[src/rtl/ccff_bitstream_loader_if.sv]
// Bitstream word stream from the configuration host into the loader.
interface ccff_bitstream_loader_if #(
    parameter int WORD_W = 8
);
    logic [WORD_W-1:0] bs_data;
    logic              bs_valid;
    logic              bs_ready;

    modport master (output bs_data, output bs_valid, input bs_ready);
    modport slave  (input bs_data, input bs_valid, output bs_ready);
endinterface

[src/rtl/ccff_bitstream_loader.sv]
// Configuration-chain driver: serializes host words LSB-first onto ccff_head,
// optionally reshifts the bitstream and compares CRCs of head and tail bits.
module ccff_bitstream_loader #(
    parameter int CHAIN_LEN = 12,
    parameter int WORD_W    = 8
) (
    input  logic                   prog_clock,
    input  logic                   prog_reset,
    input  logic                   start,
    input  logic                   verify_en,
    ccff_bitstream_loader_if.slave bs,
    output logic                   config_enable,
    output logic                   ccff_head,
    input  logic                   ccff_tail,
    output logic                   busy,
    output logic                   done,
    output logic                   pass,
    output logic [15:0]            signature
);

    localparam int NWORDS    = (CHAIN_LEN + WORD_W - 1) / WORD_W;
    localparam int LAST_BITS = CHAIN_LEN - (NWORDS - 1) * WORD_W;
    localparam int SC_W      = $clog2(CHAIN_LEN);
    localparam int RB_W      = $clog2(WORD_W);
    localparam int WC_W      = $clog2(2 * NWORDS + 1);
    localparam int WP_W      = $clog2(NWORDS + 1);

    localparam logic [SC_W-1:0] SC_LAST  = SC_W'(CHAIN_LEN - 1);
    localparam logic [SC_W-1:0] SC_ONE   = SC_W'(1);
    localparam logic [RB_W-1:0] REM_FULL = RB_W'(WORD_W - 1);
    localparam logic [RB_W-1:0] REM_LAST = RB_W'(LAST_BITS - 1);
    localparam logic [RB_W-1:0] REM_ONE  = RB_W'(1);
    localparam logic [WP_W-1:0] WP_LAST  = WP_W'(NWORDS - 1);
    localparam logic [WP_W-1:0] WP_ONE   = WP_W'(1);
    localparam logic [WC_W-1:0] WC_ONCE  = WC_W'(NWORDS);
    localparam logic [WC_W-1:0] WC_TWICE = WC_W'(2 * NWORDS);
    localparam logic [WC_W-1:0] WC_ONE   = WC_W'(1);

    typedef enum logic [1:0] {S_IDLE, S_LOAD, S_VERIFY, S_DONE} state_t;

    state_t            state_q, state_d;
    logic              verify_q, verify_d;
    logic [WORD_W-1:0] buf_q, buf_d;       // bits not yet placed on ccff_head
    logic [RB_W-1:0]   rem_q, rem_d;       // count of valid bits in buf_q
    logic [WC_W-1:0]   wrd_q, wrd_d;       // words still to accept, both passes
    logic [WP_W-1:0]   wpos_q, wpos_d;     // word index within the current pass
    logic [SC_W-1:0]   sc_q, sc_d;         // shift cycles done in current pass
    logic [15:0]       crc_h_q, crc_h_d;
    logic [15:0]       crc_t_q, crc_t_d;
    logic              cen_q, cen_d;
    logic              head_q, head_d;
    logic              ready_q, ready_d;
    logic              busy_q, busy_d;
    logic              done_q, done_d;
    logic              pass_q, pass_d;
    logic [15:0]       sig_q, sig_d;

    logic shift_last;
    logic fire;

    assign shift_last = cen_q && (sc_q == SC_LAST);
    assign fire       = bs.bs_valid && ready_q;

    assign config_enable = cen_q;
    assign ccff_head     = head_q;
    assign bs.bs_ready   = ready_q;
    assign busy          = busy_q;
    assign done          = done_q;
    assign pass          = pass_q;
    assign signature     = sig_q;

    function automatic logic [15:0] crc_step(input logic [15:0] c, input logic b);
        logic fb;
        fb = c[15] ^ b;
        return fb ? ({c[14:0], 1'b0} ^ 16'h1021) : {c[14:0], 1'b0};
    endfunction

    // State register
    always_ff @(posedge prog_clock) begin
        if (prog_reset) state_q <= S_IDLE;
        else            state_q <= state_d;
    end

    // Next state: passes end on their CHAIN_LEN-th shift cycle
    always_comb begin
        state_d = state_q;
        case (state_q)
            S_IDLE:   if (start) state_d = S_LOAD;
            S_LOAD:   if (shift_last) state_d = verify_q ? S_VERIFY : S_DONE;
            S_VERIFY: if (shift_last) state_d = S_DONE;
            S_DONE:   state_d = S_IDLE;
            default:  state_d = S_IDLE;
        endcase
    end

    // Datapath and registered outputs: serializer, word accounting, CRCs
    always_comb begin
        verify_d = verify_q;
        buf_d    = buf_q;
        rem_d    = rem_q;
        wrd_d    = wrd_q;
        wpos_d   = wpos_q;
        sc_d     = sc_q;
        crc_h_d  = crc_h_q;
        crc_t_d  = crc_t_q;
        head_d   = head_q;
        cen_d    = 1'b0;
        done_d   = 1'b0;
        pass_d   = 1'b0;
        sig_d    = sig_q;
        case (state_q)
            S_IDLE: begin
                if (start) begin
                    verify_d = verify_en;
                    wrd_d    = verify_en ? WC_TWICE : WC_ONCE;
                    wpos_d   = '0;
                    rem_d    = '0;
                    sc_d     = '0;
                    crc_h_d  = 16'hFFFF;
                    crc_t_d  = 16'hFFFF;
                    head_d   = 1'b0;
                end
            end
            S_LOAD, S_VERIFY: begin
                if (cen_q) begin
                    sc_d = shift_last ? '0 : sc_q + SC_ONE;
                    if (state_q == S_LOAD) crc_h_d = crc_step(crc_h_q, head_q);
                    else                   crc_t_d = crc_step(crc_t_q, ccff_tail);
                end
                if (rem_q != '0) begin
                    head_d = buf_q[0];
                    buf_d  = buf_q >> 1;
                    rem_d  = rem_q - REM_ONE;
                    cen_d  = 1'b1;
                end else if (fire) begin
                    // Short last word of a pass: only its low LAST_BITS bits count
                    head_d = bs.bs_data[0];
                    buf_d  = bs.bs_data >> 1;
                    rem_d  = (wpos_q == WP_LAST) ? REM_LAST : REM_FULL;
                    wpos_d = (wpos_q == WP_LAST) ? '0 : wpos_q + WP_ONE;
                    wrd_d  = wrd_q - WC_ONE;
                    cen_d  = 1'b1;
                end
                if (shift_last && (state_q == S_VERIFY || !verify_q)) begin
                    done_d = 1'b1;
                    pass_d = verify_q ? (crc_h_d == crc_t_d) : 1'b1;
                    sig_d  = crc_h_d;
                end
            end
            S_DONE:  head_d = 1'b0;
            default: ;
        endcase
        // Ready also in the cycle whose head bit is the last buffered one
        ready_d = (state_d == S_LOAD || state_d == S_VERIFY) &&
                  (rem_d == '0) && (wrd_d != '0);
        busy_d  = (state_d != S_IDLE);
    end

    // Datapath registers; reset clears every output including the signature
    always_ff @(posedge prog_clock) begin
        if (prog_reset) begin
            verify_q <= 1'b0;
            buf_q    <= '0;
            rem_q    <= '0;
            wrd_q    <= '0;
            wpos_q   <= '0;
            sc_q     <= '0;
            crc_h_q  <= '0;
            crc_t_q  <= '0;
            cen_q    <= 1'b0;
            head_q   <= 1'b0;
            ready_q  <= 1'b0;
            busy_q   <= 1'b0;
            done_q   <= 1'b0;
            pass_q   <= 1'b0;
            sig_q    <= '0;
        end else begin
            verify_q <= verify_d;
            buf_q    <= buf_d;
            rem_q    <= rem_d;
            wrd_q    <= wrd_d;
            wpos_q   <= wpos_d;
            sc_q     <= sc_d;
            crc_h_q  <= crc_h_d;
            crc_t_q  <= crc_t_d;
            cen_q    <= cen_d;
            head_q   <= head_d;
            ready_q  <= ready_d;
            busy_q   <= busy_d;
            done_q   <= done_d;
            pass_q   <= pass_d;
            sig_q    <= sig_d;
        end
    end

endmodule

[src/flat_wrapper.sv]
// flat-port wrapper written by rule: the top's interface ports become plain ports
module ccff_bitstream_loader_flat 
#(
    parameter int CHAIN_LEN = 12,
    parameter int WORD_W    = 8
)
  (prog_clock, prog_reset, start, verify_en, config_enable, ccff_head, ccff_tail, busy, done, pass, signature, bs_bs_data, bs_bs_valid, bs_bs_ready);
  ccff_bitstream_loader_if #(.WORD_W(WORD_W)) bs_i ();
  input  logic prog_clock;
  input  logic prog_reset;
  input  logic start;
  input  logic verify_en;
  output logic config_enable;
  output logic ccff_head;
  input  logic ccff_tail;
  output logic busy;
  output logic done;
  output logic pass;
  output logic [15:0] signature;
  input wire logic [$bits(bs_i.bs_data)-1:0] bs_bs_data;
  input wire logic [$bits(bs_i.bs_valid)-1:0] bs_bs_valid;
  output wire logic [$bits(bs_i.bs_ready)-1:0] bs_bs_ready;
  assign bs_i.bs_data = bs_bs_data;
  assign bs_i.bs_valid = bs_bs_valid;
  assign bs_bs_ready = bs_i.bs_ready;
  ccff_bitstream_loader #(.CHAIN_LEN(CHAIN_LEN), .WORD_W(WORD_W)) u_core (.prog_clock(prog_clock), .prog_reset(prog_reset), .start(start), .verify_en(verify_en), .bs(bs_i), .config_enable(config_enable), .ccff_head(ccff_head), .ccff_tail(ccff_tail), .busy(busy), .done(done), .pass(pass), .signature(signature));
endmodule
[config.mk]
export PLATFORM = sky130hd
export DESIGN_NAME = ccff_bitstream_loader_flat
export DESIGN_NICKNAME = d
export VERILOG_FILES = /design/src/rtl/ccff_bitstream_loader_if.sv /design/src/rtl/ccff_bitstream_loader.sv /design/src/flat_wrapper.sv
export SDC_FILE = /design/constraint.sdc
export NUM_CORES = 1
export LEC_CHECK = 0
export CELL_PAD_IN_SITES_DETAIL_PLACEMENT = 1
export CELL_PAD_IN_SITES_GLOBAL_PLACEMENT = 1
export CORE_MARGIN = 8
export CORE_UTILIZATION = 43
export DETAILED_ROUTE_END_ITERATION = 8
export DONT_BUFFER_PORTS = 1
export GPL_ROUTABILITY_DRIVEN = 0
export PLACE_DENSITY_LB_ADDON = 0.08
export SETUP_SLACK_MARGIN = 0.1
export SYNTH_ARGS = -nofsm -noshare
export SYNTH_HDL_FRONTEND = slang
export SYNTH_SLANG_ARGS = --single-unit
export TNS_END_PERCENT = 10
[constraint.sdc]
create_clock -name prog_clock -period 2 [get_ports prog_clock]
set_input_delay 0.2 -clock prog_clock [delete_from_list [all_inputs] [get_ports prog_clock]]
set_output_delay 0.2 -clock prog_clock [all_outputs]
set_load 0.05 [all_outputs]
## After elaboration in Yosys (flattened, before gate mapping)

Cells that the tools add are included.

- Add/subtract/negate cells: 4
- Equality and inequality tests: 13
- Multiplexer cells: 45
- Bitwise operators: 6
- Reductions and logical operators: 25

Operator list:

| operator | number |
|---|---|
| $mux 16 | 7 |
| $pmux 16 s2 | 2 |
| $mux 13 | 2 |
| $mux 3 | 8 |
| $eq 16x16->1 | 1 |
| $mux 8 | 2 |
| $mux 2 | 7 |
| $mux 4 | 3 |
| $pmux 3 s2 | 2 |
| $reduce_and 2->1 | 5 |
| $mux 1 | 8 |
| $pmux 2 s4 | 1 |
| $pmux 4 s2 | 1 |
| $eq 2x1->1 const B | 3 |
| $eq 2x2->1 const B | 3 |
| $not 3->3 | 2 |
| $reduce_bool 2->1 | 3 |
| $reduce_bool 3->1 | 2 |
| $sub 3x1->3 const B | 2 |
| $logic_and 1x1->1 | 5 |
| $add 4x1->4 const B | 1 |
| $eq 4x4->1 const B | 1 |
| $ne 2x1->1 const B | 2 |
| $ne 2x2->1 const B | 2 |
| 14 further kinds | 18 |

- Bits in registers: 77
- Logic and storage cells: 109

## Logic depth before layout (Yosys ltp)

- Depth in word-level cells: 8
- Gate-level depth with buffers: 10
- Depth with buffers taken out: 9

## Least setup slack after synthesis

Ideal clock, no wire load.

- Kind: reg2reg
- Start: reg u_core.cen_q (netlist: u_core.config_enable)
- End: reg u_core.ready_q (netlist: u_core.bs.bs_ready)
- Setup time: 59 ps
- Arrival time: 2220 ps
- Required time: 1941 ps
- Path slack: -279 ps
- Cell stages (with the launch flop): 10
- Path buffers: 2
- Period minus slack after synthesis: 2279 ps
- Path through: dfxtp_1 -> buf_4 -> clkbuf_1 -> nand4b_1 -> o211ai_1 -> o31ai_1 -> ha_1 -> nand3b_1 -> nor2_1 -> o311a_1

- Word-level cells in the longest chain between the ends: 7
- Elaborated cells on any way between the ends: 9
- Classes of those cells: 2 x eq/ne; 3 x mux; 4 x reduce/logical

RTL lines:

| item | RTL line | RTL |
|---|---|---|
| start: declaration | ccff_bitstream_loader.sv:50 | `logic cen_q, cen_d;` |
| start signal: assignment | ccff_bitstream_loader.sv:186 | `cen_q <= cen_d;` |
| $logic_and 1x1->1 (*) | ccff_bitstream_loader.sv:61 | `assign shift_last = cen_q && (sc_q == SC_LAST);` |
| $mux 2 (on tied branches) | ccff_bitstream_loader.sv:90, ccff_bitstream_loader.sv:89 |  |
| $pmux 2 s4 (*) | ccff_bitstream_loader.sv:87 | `case (state_q)` |
| $eq 2x1->1 or $eq 2x2->1 (tied branches) | ccff_bitstream_loader.sv:154 | `ready_d = (state_d == S_LOAD \|\| state_d == S_VERIFY) &&` |
| $logic_or 1x1->1 (*) | ccff_bitstream_loader.sv:154 |  |
| $logic_and 1x1->1 (*) | ccff_bitstream_loader.sv:154 |  |
| $logic_and 1x1->1 (*) | ccff_bitstream_loader.sv:155 | `(rem_d == '0) && (wrd_d != '0);` |
| end signal: assignment | ccff_bitstream_loader.sv:188 | `ready_q <= ready_d;` |
| end: declaration | ccff_bitstream_loader.sv:52 | `logic ready_q, ready_d;` |

Mark *: on every way between the ends. The rest lies on a longest branch, timed or not.
A chain may end at the register's enable or synchronous reset.

## Final worst setup path

- Start: reg u_core.state_q[0]
- End: reg u_core.pass_q (netlist: u_core.pass)

- Word-level cells in the longest chain between the ends: 6
- Elaborated cells on any way between the ends: 16
- Classes of those cells: 3 x eq/ne; 7 x mux; 2 x bitwise; 4 x reduce/logical

RTL lines:

| item | RTL line | RTL |
|---|---|---|
| start: declaration | ccff_bitstream_loader.sv:41 | `state_t state_q, state_d;` |
| start signal: assignment | ccff_bitstream_loader.sv:81 | `else state_q <= state_d;` |
| $eq 2x1->1 | ccff_bitstream_loader.sv:111, ccff_bitstream_loader.sv:127 |  |
| $mux 16 | ccff_bitstream_loader.sv:127 | `if (state_q == S_LOAD) crc_h_d = crc_step(crc_h_q, head_q);` |
| $mux 16 | ccff_bitstream_loader.sv:125 | `if (cen_q) begin` |
| $mux 16 | ccff_bitstream_loader.sv:111 | `case (state_q)` |
| $eq 16x16->1 | ccff_bitstream_loader.sv:146 | `pass_d = verify_q ? (crc_h_d == crc_t_d) : 1'b1;` |
| $mux 1 | ccff_bitstream_loader.sv:146 |  |
| end signal: assignment | ccff_bitstream_loader.sv:191 | `pass_q <= pass_d;` |
| end: declaration | ccff_bitstream_loader.sv:55 | `logic pass_q, pass_d;` |

Parallel ways exist; a longest one is shown, timed or not. The select of a mux whose other input is x is not followed.

==> results.yml <==
cts:
  cts-root-buf: "clkbuf_8"
  cts.clk_slew.worst_paths_ns: 0.08
  cts.sinks: 76
  tritoncts: "built"
  clock_path_buffers: 2
  clk_latency_ns: 0.37
  cts_htree_levels: 3
  cts_inserted_buffers: 9
critical_path:
  crit_fanout: 6
  end_kind: "register"
  start_kind: "register"
  r2r_slack_ns: -0.08
  worst-setup-path-type: "reg -> reg"
  cp_top_family: "simple AND/OR/NAND/NOR gates"
  critPathSlowestCell: "or4_4"
  path_buf_inv: 0
  slowest_delay_ns: 0.54
  cp.required_ns: 2.30
  crit_chain: "ha_4, mux2i_2, xnor2_1, o221ai_1, nand2_1, or4_4, o21ai_2"
  crit_arrival_ns: 2.38
floorplan:
  core_um2: 8680
  fp.dieW_um: 110
  dieArea_um2: 12100
  rows: 34
  ios: 36
  die_h_um: 110
  initial_core_util_pct: 43.9
placement:
  hpwlAfterDp_um: 8470
  port_buffers: 0
  place_area_um2: 4370
  place_inst: 600
timing:
  min_period_ns: 2.08
  tightestPinTransition_ns: 0.564
  finalHoldViolations: 0
  rsz0062_at_grt: "true"
  slew_viol_final: 0
  holdWs_ns: 0.0154
  fin_skew_ns: 0.0164
  period_share_pct: 104
  setup_ws_ns: -0.0805
  setup_viol: 1
  relSlewSlack_pct: 62.4
  max_freq_mhz: 481
  final.setup.tns_ns: -0.0805
status:
  status: "finished, violations left"
  violations: "setup timing"
global_routing:
  track_usage_pct: 22.4
  grt_overflow_total: 0
  grt_pass1_vias: 4012
  met2_usage_pct: 36.3
  antenna_found_initial: 0
  use_met3_pct: 4.42
  grt_start_max_net_pins: 75
  grt_pass1_wl_um: 21100
  grt_use_met1_pct: 28.3
  busiest_layer: "met2"
synth:
  synth_area_um2: 3810
  yosysSeqAreaShare_pct: 39.9
  yosysTopAreaCell: "dfxtp_1"
  syn_area_per_cell_um2: 8.38
  syn_inst: 455
  synth_top_area_share_pct: 39.9
  synthFlopType: "dfxtp_1"
  synth_seq_cells: 76
  yosys_warnings: 0
  synth_fp_nets: 480
  synth-edff-count: 0
  async_flop_share_pct: 0
  synth.area.top_cells: "dfxtp_1 40%, nor2_1 8.6%, mux2i_1 5.8%"
  synth_cell_type_count: 55
cells_and_area:
  final_nets: 553
  final_common_cell: "nor2_1"
  layout.cells.non_filler: 640
  fillers: 1013
  drive_above_1_share_pct: 32.0
  antenna_cells: 0
  area_growth_pct: 36.8
  layout_common_cells: "84 x nor2_1, 76 x buf_4, 70 x dfxtp_1"
  final_area_um2: 5210
power:
  power.density_nw_per_um2: 782
  p_leak_nw: 2.04
  peakVddDrop_uv: 478
  power_mw: 4.08
routing:
  drc: 0
  drtIter0Drc: 180
  wl_per_cell_um: 22.4
  vias: 3855
  ant_nets: 0
  drt-pass1-iter-count: 4
  vias_per_cell: 6.02
  totalWireLength_um: 14300
job:
  maxCapViolCount: 0
hold_path:
  min_path_type: "in -> reg"
==> worst reg2reg max path, stage by stage (launching register included) <==
cell and delay [ns]:
dfxtp_4 0.41, ha_4 0.24, mux2i_2 0.25, xnor2_1 0.13, o221ai_1 0.24, nand2_1 0.08, or4_4 0.54, o21ai_2 0.12
==> registers in the layout (all words and copies together), names as in the netlist <==
| register | count |
|---|---|
| u_core.crc_h_q | 16 |
| u_core.crc_t_q | 16 |
| u_core.signature | 16 |
| u_core.buf_q | 7 |
| u_core.sc_q | 4 |
| u_core.rem_q | 3 |
| u_core.wrd_q | 3 |
| u_core.state_q | 2 |
| u_core.wpos_q | 2 |
| u_core.bs.bs_ready | 1 |
| u_core.busy | 1 |
| u_core.ccff_head | 1 |
| u_core.config_enable | 1 |
| u_core.done | 1 |
| u_core.pass | 1 |
| u_core.verify_q | 1 |
==> power breakdown <==
| part | leakage, nW | switching (mW) | internal, mW |
|---|---|---|---|
| combinational | 1.30 | 0.493 | 0.451 |
| sequential | 0.627 | 0.153 | 1.60 |
| clock | 0.111 | 0.613 | 0.762 |
==> synthesized netlist by cell type (2+ instances only) <==
master,n
clkbuf_1,21
nor2_1,87
buf_4,3
and3_1,3
a311oi_1,17
buf_2,4
o21ai_0,9
xnor2_1,12
o221ai_1,4
a21oi_1,20
nand3b_1,2
a211oi_1,13
nor3b_1,2
or3_1,3
a2bb2oi_1,2
nor3_1,18
inv_1,9
nand4_1,5
nand2_1,26
mux2i_1,22
o22a_1,2
o22ai_1,17
nor2b_1,9
nand2b_1,8
nand3_1,9
a21boi_0,2
buf_1,3
ha_1,11
dfxtp_1,76
xor2_1,11
==> per-stage QoR <==
stage	utilization [%]	worst slack, ns
CTS	57.0	0.0574
floorplan	-	0.0415
finish	60.1	-0.0805
global route	60.1	-0.169
detailed placement	50.4	-0.215
global placement	50.4	-0.139
==> cell families after synthesis <==
| logic type | share of synthesized area, % |
|---|---|
| and+or+nand+nor | 21.3 |
| AOI/OAI and AO/OA | 18.5 |
| DFF | 39.9 |
| buffers and inverters | 4.83 |
| xor gates and xnor gates | 5.71 |
| muxes | 6.07 |
| adders and majority gates | 3.61 |
==> routing by layer <==
layer	part of all wire, %	vias up
met5	0	-
met4	3.0	0
met3	4.2	41
met2	50	104
met1	43	1937
li1	-	1773
==> worst paths after layout <==
check | start | endpoint | cells after the start
worst max-delay path | u_core.state_q[0]$_SDFF_PP0_ | u_core.pass$_SDFF_PP0_ | 7
worst max register to register | u_core.state_q[0]$_SDFF_PP0_ | u_core.pass$_SDFF_PP0_ | 7
worst min-delay path | bs_bs_data[6] | u_core.buf_q[5]$_SDFFE_PP0P_ | 2
worst min register to register | u_core.wpos_q[1]$_SDFFE_PP0P_ | u_core.wpos_q[1]$_SDFFE_PP0P_ | 1
==> area by class of cell <==
type,instances,area [um^2],share of cell area (%)
timing repair buffer,94,833,16.0
inverter,10,40.0,0.768
clock inverter,4,72.6,1.39
tap,108,135,2.59
clock buffer,11,151,2.90
multi-input combinational,337,2450,46.9
sequential,76,1530,29.4
==> what timing repair did <==
item	in CTS	in global routing
setup endpoints to repair	43	46
pin swaps	5	17
resized for setup	51	36
cloned	1	1
endpoints found under the hold margin	74	0
hold buffers	6	0
buffers inserted	6	11
Note: power is estimated with default switching activity, not from simulation.
